$ cat config.mk
export PLATFORM = sky130hd
export DESIGN_NAME = ex_trap_ctrl_flat
export DESIGN_NICKNAME = d
export VERILOG_FILES = /design/src/rtl/ex_trap_ctrl_if.sv /design/src/rtl/ex_trap_ctrl.sv /design/src/flat_wrapper.sv
export SDC_FILE = /design/constraint.sdc
export NUM_CORES = 1
export LEC_CHECK = 0
export ABC_CLOCK_PERIOD_IN_PS = 2600
export CAP_MARGIN = 20
export CORE_MARGIN = 1.5
export CORE_UTILIZATION = 30
export CTS_CLUSTER_SIZE = 25
export DETAILED_ROUTE_END_ITERATION = 10
export SLEW_MARGIN = 15
export SYNTH_ARGS = -nofsm -noshare
export SYNTH_HDL_FRONTEND = slang
export SYNTH_SLANG_ARGS = --single-unit
$ cat constraint.sdc
create_clock -name clk -period 2.6 [get_ports clk]
set_input_delay 0.26 -clock clk [delete_from_list [all_inputs] [get_ports clk]]
set_output_delay 0.26 -clock clk [all_outputs]
set_load 0.05 [all_outputs]
$ cat src/rtl/ex_trap_ctrl_if.sv
// ICB slave port bundle for the external-trap controller.
interface ex_trap_ctrl_if;
  logic        icb_cmd_valid;
  logic        icb_cmd_ready;
  logic [31:0] icb_cmd_addr;
  logic        icb_cmd_read;
  logic [31:0] icb_cmd_wdata;
  logic [3:0]  icb_cmd_wmask;
  logic        icb_rsp_valid;
  logic        icb_rsp_ready;
  logic        icb_rsp_err;
  logic [31:0] icb_rsp_rdata;

  modport master (
    output icb_cmd_valid, icb_cmd_addr, icb_cmd_read,
    output icb_cmd_wdata, icb_cmd_wmask, icb_rsp_ready,
    input  icb_cmd_ready, icb_rsp_valid, icb_rsp_err,
    input  icb_rsp_rdata
  );

  modport slave (
    input  icb_cmd_valid, icb_cmd_addr, icb_cmd_read,
    input  icb_cmd_wdata, icb_cmd_wmask, icb_rsp_ready,
    output icb_cmd_ready, icb_rsp_valid, icb_rsp_err,
    output icb_rsp_rdata
  );
endinterface

$ cat src/rtl/ex_trap_ctrl.sv
// External interrupt aggregator: 32 synced IRQ lines, edge/level
// pending bits, lowest-index arbitration onto the core trap handshake.
module ex_trap_ctrl #(
  parameter int SYNC_STAGES = 2,
  parameter int REG_AW      = 8
) (
  input  logic        clk,
  input  logic        rst_n,
  input  logic [31:0] irq_i,
  ex_trap_ctrl_if.slave icb,
  output logic        core_ex_trap_valid_o,
  output logic [4:0]  core_ex_trap_id_o,
  input  logic        core_ex_trap_ready_i
);

  typedef enum logic [1:0] {
    IDLE,
    REQ,
    GAP
  } state_t;

  state_t state_q, state_d;

  logic [SYNC_STAGES-1:0][31:0] sync_q;
  logic [31:0] s, p_q;
  logic [31:0] pend_q, pend_d;
  logic [31:0] enable_q, edge_q;
  logic [31:0] act, acc_clr, w1c, bmask;
  logic [4:0]  id_q, id_d, first;

  logic [REG_AW-1:0] off;
  logic hs, wr, aligned;
  logic sel_pend, sel_en, sel_edge, sel_stat;
  logic [31:0] rd, status;
  logic        rd_err;
  logic unused_addr;

  assign s = sync_q[SYNC_STAGES-1];

  always_ff @(posedge clk or negedge rst_n) begin
    if (!rst_n) begin
      sync_q <= '0;
      p_q    <= '0;
    end else begin
      sync_q <= {sync_q[SYNC_STAGES-2:0], irq_i};
      p_q    <= s;
    end
  end

  assign off         = icb.icb_cmd_addr[REG_AW-1:0];
  assign unused_addr = ^icb.icb_cmd_addr[31:REG_AW];
  assign aligned     = off[1:0] == 2'b00;
  assign sel_pend    = aligned & (off == REG_AW'(8'h00));
  assign sel_en      = aligned & (off == REG_AW'(8'h04));
  assign sel_edge    = aligned & (off == REG_AW'(8'h08));
  assign sel_stat    = aligned & (off == REG_AW'(8'h0C));

  assign icb.icb_cmd_ready = ~icb.icb_rsp_valid | icb.icb_rsp_ready;
  assign hs = icb.icb_cmd_valid & icb.icb_cmd_ready;
  assign wr = hs & ~icb.icb_cmd_read;

  assign bmask = {{8{icb.icb_cmd_wmask[3]}}, {8{icb.icb_cmd_wmask[2]}},
                  {8{icb.icb_cmd_wmask[1]}}, {8{icb.icb_cmd_wmask[0]}}};
  assign w1c = (wr & sel_pend) ? (bmask & icb.icb_cmd_wdata) : '0;

  // Edge bits: new edge beats any clear; level bits just mirror the line.
  assign pend_d = (edge_q & ((pend_q & ~w1c & ~acc_clr) | (s & ~p_q)))
                | (~edge_q & s);

  assign core_ex_trap_valid_o = (state_q == REQ);
  assign core_ex_trap_id_o    = id_q;
  assign status = {23'b0, core_ex_trap_valid_o, 3'b0, id_q};

  always_comb begin
    rd     = '0;
    rd_err = 1'b0;
    unique case (1'b1)
      sel_pend: rd = pend_q;
      sel_en:   rd = enable_q;
      sel_edge: rd = edge_q;
      sel_stat: rd = status;
      default:  rd_err = 1'b1;
    endcase
  end

  always_ff @(posedge clk or negedge rst_n) begin
    if (!rst_n) begin
      pend_q   <= '0;
      enable_q <= '0;
      edge_q   <= '0;
    end else begin
      pend_q <= pend_d;
      if (wr & sel_en)
        enable_q <= (enable_q & ~bmask) | (icb.icb_cmd_wdata & bmask);
      if (wr & sel_edge)
        edge_q <= (edge_q & ~bmask) | (icb.icb_cmd_wdata & bmask);
    end
  end

  always_ff @(posedge clk or negedge rst_n) begin
    if (!rst_n) begin
      icb.icb_rsp_valid <= 1'b0;
      icb.icb_rsp_err   <= 1'b0;
      icb.icb_rsp_rdata <= '0;
    end else if (hs) begin
      icb.icb_rsp_valid <= 1'b1;
      icb.icb_rsp_err   <= rd_err;
      icb.icb_rsp_rdata <= icb.icb_cmd_read ? rd : '0;
    end else if (icb.icb_rsp_ready) begin
      icb.icb_rsp_valid <= 1'b0;
    end
  end

  assign act = pend_q & enable_q;

  always_comb begin
    first = '0;
    for (int i = 31; i >= 0; i--)
      if (act[i]) first = 5'(i);
  end

  always_comb begin
    state_d = state_q;
    id_d    = id_q;
    acc_clr = '0;
    unique case (state_q)
      IDLE: if (|act) begin
        id_d    = first;
        state_d = REQ;
      end
      REQ: if (core_ex_trap_ready_i) begin
        acc_clr = 32'(edge_q[id_q]) << id_q;
        state_d = GAP;
      end
      GAP:     state_d = IDLE;
      default: state_d = IDLE;
    endcase
  end

  always_ff @(posedge clk or negedge rst_n) begin
    if (!rst_n) begin
      state_q <= IDLE;
      id_q    <= '0;
    end else begin
      state_q <= state_d;
      id_q    <= id_d;
    end
  end

endmodule

$ cat src/flat_wrapper.sv
// flat-port wrapper written by rule: the top's interface ports become plain ports
module ex_trap_ctrl_flat 
#(
  parameter int SYNC_STAGES = 2,
  parameter int REG_AW      = 8
)
  (clk, rst_n, irq_i, core_ex_trap_valid_o, core_ex_trap_id_o, core_ex_trap_ready_i, icb_icb_cmd_valid, icb_icb_cmd_addr, icb_icb_cmd_read, icb_icb_cmd_wdata, icb_icb_cmd_wmask, icb_icb_rsp_ready, icb_icb_cmd_ready, icb_icb_rsp_valid, icb_icb_rsp_err, icb_icb_rsp_rdata);
  ex_trap_ctrl_if icb_i ();
  input  logic clk;
  input  logic rst_n;
  input  logic [31:0] irq_i;
  output logic core_ex_trap_valid_o;
  output logic [4:0] core_ex_trap_id_o;
  input  logic core_ex_trap_ready_i;
  input wire logic [$bits(icb_i.icb_cmd_valid)-1:0] icb_icb_cmd_valid;
  input wire logic [$bits(icb_i.icb_cmd_addr)-1:0] icb_icb_cmd_addr;
  input wire logic [$bits(icb_i.icb_cmd_read)-1:0] icb_icb_cmd_read;
  input wire logic [$bits(icb_i.icb_cmd_wdata)-1:0] icb_icb_cmd_wdata;
  input wire logic [$bits(icb_i.icb_cmd_wmask)-1:0] icb_icb_cmd_wmask;
  input wire logic [$bits(icb_i.icb_rsp_ready)-1:0] icb_icb_rsp_ready;
  output wire logic [$bits(icb_i.icb_cmd_ready)-1:0] icb_icb_cmd_ready;
  output wire logic [$bits(icb_i.icb_rsp_valid)-1:0] icb_icb_rsp_valid;
  output wire logic [$bits(icb_i.icb_rsp_err)-1:0] icb_icb_rsp_err;
  output wire logic [$bits(icb_i.icb_rsp_rdata)-1:0] icb_icb_rsp_rdata;
  assign icb_i.icb_cmd_valid = icb_icb_cmd_valid;
  assign icb_i.icb_cmd_addr = icb_icb_cmd_addr;
  assign icb_i.icb_cmd_read = icb_icb_cmd_read;
  assign icb_i.icb_cmd_wdata = icb_icb_cmd_wdata;
  assign icb_i.icb_cmd_wmask = icb_icb_cmd_wmask;
  assign icb_i.icb_rsp_ready = icb_icb_rsp_ready;
  assign icb_icb_cmd_ready = icb_i.icb_cmd_ready;
  assign icb_icb_rsp_valid = icb_i.icb_rsp_valid;
  assign icb_icb_rsp_err = icb_i.icb_rsp_err;
  assign icb_icb_rsp_rdata = icb_i.icb_rsp_rdata;
  ex_trap_ctrl #(.SYNC_STAGES(SYNC_STAGES), .REG_AW(REG_AW)) u_core (.clk(clk), .rst_n(rst_n), .irq_i(irq_i), .icb(icb_i), .core_ex_trap_valid_o(core_ex_trap_valid_o), .core_ex_trap_id_o(core_ex_trap_id_o), .core_ex_trap_ready_i(core_ex_trap_ready_i));
endmodule
Yosys cells after proc, flatten, opt, wreduce, memory -nomap -nowiden
Cells that the tools add are included.
{"block": "totals", "ff_bits": 233, "input_bits": 106, "out_inout_bits": 41, "wordCells": 102}
{"block": "op_classes", "order_cmp": 1, "n_eq_ne": 6, "shift": 1, "mux": 45, "n_bitwise": 30, "n_reduce_logical": 8}
{"op": "$and A32 B32 Y32", "n": 9}
{"op": "$mux W5", "n": 32}
{"op": "$not A32 Y32", "n": 5}
{"op": "$mux W32", "n": 4}
{"op": "$or A32 B32 Y32", "n": 4}
{"op": "$pmux W32 S4", "n": 1}
{"op": "$reduce_or A32 Y1", "n": 1}
{"op": "$shl A1 B5 Y32", "n": 1}
{"op": "$eq A8 B4 Y1 const B", "n": 2}
{"op": "$and A1 B1 Y1", "n": 9}
{"op": "$eq A8 B3 Y1 const B", "n": 1}
{"op": "$logic_not A8 Y1", "n": 1}
{"op": "$lt A5 B6 Y1 const B", "n": 1}
{"op": "$bmux W1 S5", "n": 1}
{"op": "$logic_not A2 Y1", "n": 2}
{"op": "$mux W1", "n": 4}
{"op": "$mux W2", "n": 2}
{"op": "$ne A2 B1 Y1 const B", "n": 2}
{"op": "$pmux W2 S2", "n": 1}
{"op": "$reduce_and A2 Y1", "n": 2}
{"op": "$reduce_or A4 Y1", "n": 1}
{"op": "$eq A2 B1 Y1 const B", "n": 1}
{"op": "$not A1 Y1", "n": 2}
{"op": "$reduce_bool A2 Y1", "n": 1}
{"op": "$or A1 B1 Y1", "n": 1}

Logic depth before layout (Yosys ltp)
{"block": "depth", "ltp_word": 33, "depth_mapped": 7, "ltp_nobuf": 5}

Worst setup path after synthesis
Ideal clock, no wire load.
{"block": "synth_path", "path_type": "register -> register", "startpoint": "reg u_core.icb.icb_rsp_valid", "endpoint": "reg u_core.pend_q[20]", "setup_ps": 121, "t_arrival_ps": 2392, "required_ps": 2479, "setup_slack_ps": 87, "path_stages_with_launch": 8, "n_path_buf": 2, "cell_sequence": "dfrtp_1 nand2b_1 and4_1 buf_2 nor4b_4 buf_2 nand3_1 a22o_1"}
{"block": "synth_between", "elab_chain_cells": 12}
{"item": "start, declared", "line": "ex_trap_ctrl_if.sv:24", "rtl": "output icb_cmd_ready, icb_rsp_valid, icb_rsp_err,"}
{"item": "start signal, assigned", "line": "ex_trap_ctrl.sv:102", "rtl": "icb.icb_rsp_valid <= 1'b0;"}
{"item": "start signal, assigned", "line": "ex_trap_ctrl.sv:106", "rtl": "icb.icb_rsp_valid <= 1'b1;"}
{"item": "start signal, assigned", "line": "ex_trap_ctrl.sv:110", "rtl": "icb.icb_rsp_valid <= 1'b0;"}
{"item": "$not A1 Y1", "line": "ex_trap_ctrl.sv:58", "rtl": "assign icb.icb_cmd_ready = ~icb.icb_rsp_valid | icb.icb_rsp_ready;"}
{"item": "$or A1 B1 Y1", "line": "ex_trap_ctrl.sv:58"}
{"item": "net icb_icb_cmd_ready", "line": "flat_wrapper.sv:21", "rtl": "output wire logic [$bits(icb_i.icb_cmd_ready)-1:0] icb_icb_cmd_ready;"}
{"item": "$and A1 B1 Y1", "line": "ex_trap_ctrl.sv:59", "rtl": "assign hs = icb.icb_cmd_valid & icb.icb_cmd_ready;"}
{"item": "$and A1 B1 Y1", "line": "ex_trap_ctrl.sv:60", "rtl": "assign wr = hs & ~icb.icb_cmd_read;"}
{"item": "$and A1 B1 Y1", "line": "ex_trap_ctrl.sv:64", "rtl": "assign w1c = (wr & sel_pend) ? (bmask & icb.icb_cmd_wdata) : '0;"}
{"item": "$mux W32", "line": "ex_trap_ctrl.sv:64"}
{"item": "$not A32 Y32", "line": "ex_trap_ctrl.sv:67", "rtl": "assign pend_d = (edge_q & ((pend_q & ~w1c & ~acc_clr) | (s & ~p_q)))"}
{"item": "$and A32 B32 Y32 (2 in a row)", "line": "ex_trap_ctrl.sv:67"}
{"item": "$or A32 B32 Y32", "line": "ex_trap_ctrl.sv:67"}
{"item": "$and A32 B32 Y32", "line": "ex_trap_ctrl.sv:67"}
{"item": "$or A32 B32 Y32", "line": "ex_trap_ctrl.sv:68", "rtl": "| (~edge_q & s);"}
{"item": "net u_core.pend_d[20]", "line": "ex_trap_ctrl.sv:26", "rtl": "logic [31:0] pend_q, pend_d;"}
{"item": "end signal, assigned", "line": "ex_trap_ctrl.sv:92", "rtl": "pend_q <= pend_d;"}
{"item": "end, declared", "line": "ex_trap_ctrl.sv:26"}
The timed path passes the listed nets, and every way through them passes these cells.
A chain may end at the register's enable or synchronous reset.

Worst setup path in the final report
{"block": "layout_path", "startpoint": "reg u_core.id_q[1], in the netlist u_core.core_ex_trap_id_o[1]", "endpoint": "out core_ex_trap_id_o[1]"}
{"item": "start, declared", "line": "ex_trap_ctrl.sv:29", "rtl": "logic [4:0] id_q, id_d, first;"}
{"item": "start signal, assigned", "line": "ex_trap_ctrl.sv:146", "rtl": "id_q <= id_d;"}
{"item": "end, declared", "line": "flat_wrapper.sv:13", "rtl": "output logic [4:0] core_ex_trap_id_o;"}
No word-level cell between the ends.

==> results.py <==
metrics = {
    "global_route": {
        "grt_use_total_pct": 16.3,
        "grt_pass1_wl_um": 42000,
        "grt_start_max_net_pins": 69,
        "globalRouteOverflowTotal": 0,
        "antenna_found_initial": 1,
        "grt_pass1_vias": 7152,
    },
    "placed_design": {
        "dp_hpwl_um": 19300,
        "gp_congestion": 0.853,
        "io_buffers": 122,
    },
    "floorplan": {
        "die_w_um": 182,
        "start_util_pct": 30.5,
        "rows": 65,
        "die-area_mm2": 0.0333,
        "ioPinCount": 147,
        "die_y_um": 182,
        "core_area_mm2": 0.0316,
    },
    "routing": {
        "drt_first_pass_iters": 5,
        "wl_per_cell_um": 19.9,
        "met2_length_um": 12300,
        "num_vias": 6928,
        "wl_met3_um": 1470,
        "vias_per_cell": 5.13,
        "wl_um": 26900,
        "drtAntennaViolNets": 0,
        "drt-initial-drc-count": 469,
        "drc": 0,
        "wl_met1_um": 12400,
        "maxUsedRoutingLayer": "met4",
    },
    "pwr": {
        "seq_power_share_pct": 46.3,
        "powerDensity_mw_per_mm2": 687,
        "power.switching_mw": 2.23,
        "irDropWorstVdd_mv": 0.466,
        "power.share.switching_pct": 26.2,
        "p_int_mw": 6.31,
        "pwr-share-clk_pct": 41.6,
        "combinationalPowerShare_pct": 12.2,
        "p_leak_nw": 5.49,
    },
    "setup_path": {
        "path_cells": "buf_4 -> buf_4 -> clkdlybuf4s50_1",
        "cp_num_buf_inv": 3,
        "crit_type": "register to primary output",
        "critical_path.most_common_cell": "buf_4",
        "cpPeakStageDelay_ns": 0.80,
        "cpMaxStageDelayCell": "clkdlybuf4s50_1",
        "r2r_end": "u_core.pend_q[30]",
        "critPathArrivalTime_ns": 2.23,
        "endpoint": "core_ex_trap_id_o[1]",
        "r2r_cells": 6,
        "r2r_slack_ns": 0.29,
        "cp.depth": 3,
        "critPathLaunchType": "register",
        "worstReg2RegStart": "u_core.core_ex_trap_id_o[0]",
        "path_max_fanout": 7,
        "crit_path_start": "u_core.core_ex_trap_id_o[1]",
        "path_delay_family": "buffers and inverters",
        "critPathCaptureType": "primary output",
        "critical_path_required_ns": 2.34,
    },
    "sta": {
        "finalMaxSlewViolations": 0,
        "max_freq_mhz": 401,
        "period_needed_ns": 2.49,
        "tightest_slew_ns": 0.735,
        "hold_viol": 0,
        "tns_ns": 0,
        "finalClockSkew_ns": 0.0143,
        "finalCritPeriodShare_pct": 96.0,
        "maxSlewHeadroom_pct": 50.8,
        "finalSetupViolCount": 0,
        "rsz0062_at_grt": "no",
    },
    "cts": {
        "cts_buffer_depth": 3,
        "cts.clk_slew.worst_paths_ns": 0.06,
        "cts_root_buf": "clkbuf_16",
        "cts_made_buffers": 27,
        "cts_setup_buffers": 0,
        "cts_tree": "done",
        "h-tree-depth": 1,
        "clkLatencyLatePin_ns": 0.54,
        "clock-sinks": 233,
    },
    "final_layout": {
        "layout-drive-gt1-share_pct": 11.0,
        "fillers": 3007,
        "fin_nets": 1036,
        "synthToLayoutAreaGrowth_pct": 28.7,
        "utilization_pct": 39.3,
    },
    "yosys": {
        "synthCells": 770,
        "yosysWarningCount": 0,
        "synth-seq-cells": 233,
        "syn_nets": 876,
        "synthFlopType": "dfrtp_1",
        "yosysSeqAreaShare_pct": 60.3,
        "ys_async_sr_fraction_pct": 100,
        "avgSynthCellArea_um2": 12.6,
        "synth_edf_count": 0,
        "synthesis.area_mm2": 0.00966,
        "synth_cell_types": 54,
    },
    "job": {
        "drv_cap": 0,
    },
    "worst_hold_path": {
        "hp-class": "input port to register",
    },
    "run_status": {
        "outcome": "complete, no violations",
    },
}
[stage by stage]
step	worst slack (ns)	power, mW	hold WS (ns)	area, µm²	cells
finish	0.105	8.54	0.164	12400	1350
global placement	0.0917	5.05	0.207	11600	1302
floorplan	0.0869	4.47	-0.0356	9660	770
detailed placement	0.0696	5.06	0.202	11600	1302
global route	0.000620	8.87	0.146	12400	1350
CTS	0.0705	8.67	0.140	12400	1349
[kinds of logic after synthesis]
logic type / count (synthesis) / share of synthesized area (%)
DFF: 233 / 60.3
and+or+nand+nor: 203 / 10.0
buffers and inverters: 39 / 1.81
AOI/OAI and AO/OA: 187 / 14.3
muxes: 108 / 13.5
[layout by cell type, fill, tap and decap left out, types with 2 or more instances in the layout]
master / n
nor3_1: 3
a311o_1: 2
and2_1: 3
nor3b_1: 2
o21a_1: 3
and3b_1: 2
clkbuf_8: 7
o22ai_1: 2
mux2_1: 68
mux2i_1: 29
o21ai_1: 2
dfrtp_1: 233
a31oi_1: 17
nand2_1: 120
a22oi_1: 18
nand3_1: 31
clkinvlp_4: 2
a31oi_2: 4
nand4_1: 13
clkbuf_1: 5
o21ai_0: 26
clkinv_2: 3
nor2_1: 5
clkdlybuf4s50_1: 120
clkbuf_16: 27
a21oi_1: 28
o31ai_1: 2
mux4_2: 6
a22o_1: 58
a32oi_1: 9
nand2b_1: 9
inv_1: 3
mux4_1: 4
a2111oi_0: 3
buf_4: 40
nor2b_1: 5
buf_12: 3
a32o_1: 4
nor4b_2: 2
[cells in the mapped netlist, types with 3 or more instances]
master / number / area share [%]
dfrtp_1: 233 / 60
nand2_1: 120 / 4.7
mux2_1: 68 / 7.9
a22o_1: 58 / 5.3
nand3_1: 31 / 1.6
mux2i_1: 29 / 3.0
a21oi_1: 28 / 1.4
o21ai_0: 26 / 1.3
clkbuf_1: 19 / 0.74
a22oi_1: 18 / 1.4
a31oi_1: 17 / 1.1
nand4_1: 13 / 0.84
buf_2: 11 / 0.57
a32oi_1: 9 / 0.82
nand2b_1: 9 / 0.58
mux4_2: 6 / 1.4
nor2_1: 5 / 0.19
nor2b_1: 5 / 0.32
a31oi_2: 4 / 0.52
a32o_1: 4 / 0.41
mux4_1: 4 / 1.1
a2111oi_0: 3 / 0.27
and2_1: 3 / 0.19
buf_1: 3 / 0.12
inv_1: 3 / 0.12
nor3_1: 3 / 0.16
o21a_1: 3 / 0.23
[power by group through the flow]
stage          registers [mW]  logic (mW)  clock network, mW
4_1_cts                  3.95        1.06               3.66
5_1_grt                  3.97        1.11               3.79
3_3_place_gp             4.01        1.04                  0
6_report                 3.95        1.04               3.55
2_1_floorplan            4.02       0.459                  0
3_5_place_dp             4.01        1.05                  0
[layer usage]
layer	vias to the layer above	GRT usage [%]
li1	3191	-
met3	45	2.79
met5	-	0
met2	215	25.6
met1	3477	23.1
met4	0	4.83
[worst min-delay path by stage]
stage	start	end	slack [ns]	cells past startpoint
global route	irq_i[21]	u_core.sync_q[21]	0.15	1
global placement	rst_n	u_core.sync_q[29]	0.21	1
finish	irq_i[6]	u_core.sync_q[6]	0.16	1
CTS	irq_i[3]	u_core.sync_q[3]	0.14	1
floorplan	rst_n	async pin	-0.04	0
detailed placement	rst_n	u_core.icb.icb_rsp_valid	0.20	1
[area by class of cell]
type	instances	area [µm²]	share of cell area [%]
clock buffers	39	791	6.36
inverters	4	15.0	0.121
clock inverters	7	47.5	0.382
multi-input cells	498	3660	29.4
repair buffers	166	1590	12.8
diodes	1	2.50	0.0201
flip-flops and latches	233	5830	46.9
well taps	402	503	4.04
[repair_timing]
| item | in CTS | in global routing |
|---|---|---|
| hold buffers | 1 | 0 |
| endpoints found under the hold margin | 48 | 0 |
| resized for setup | 0 | 0 |
Power figures use the tool's default switching activity.
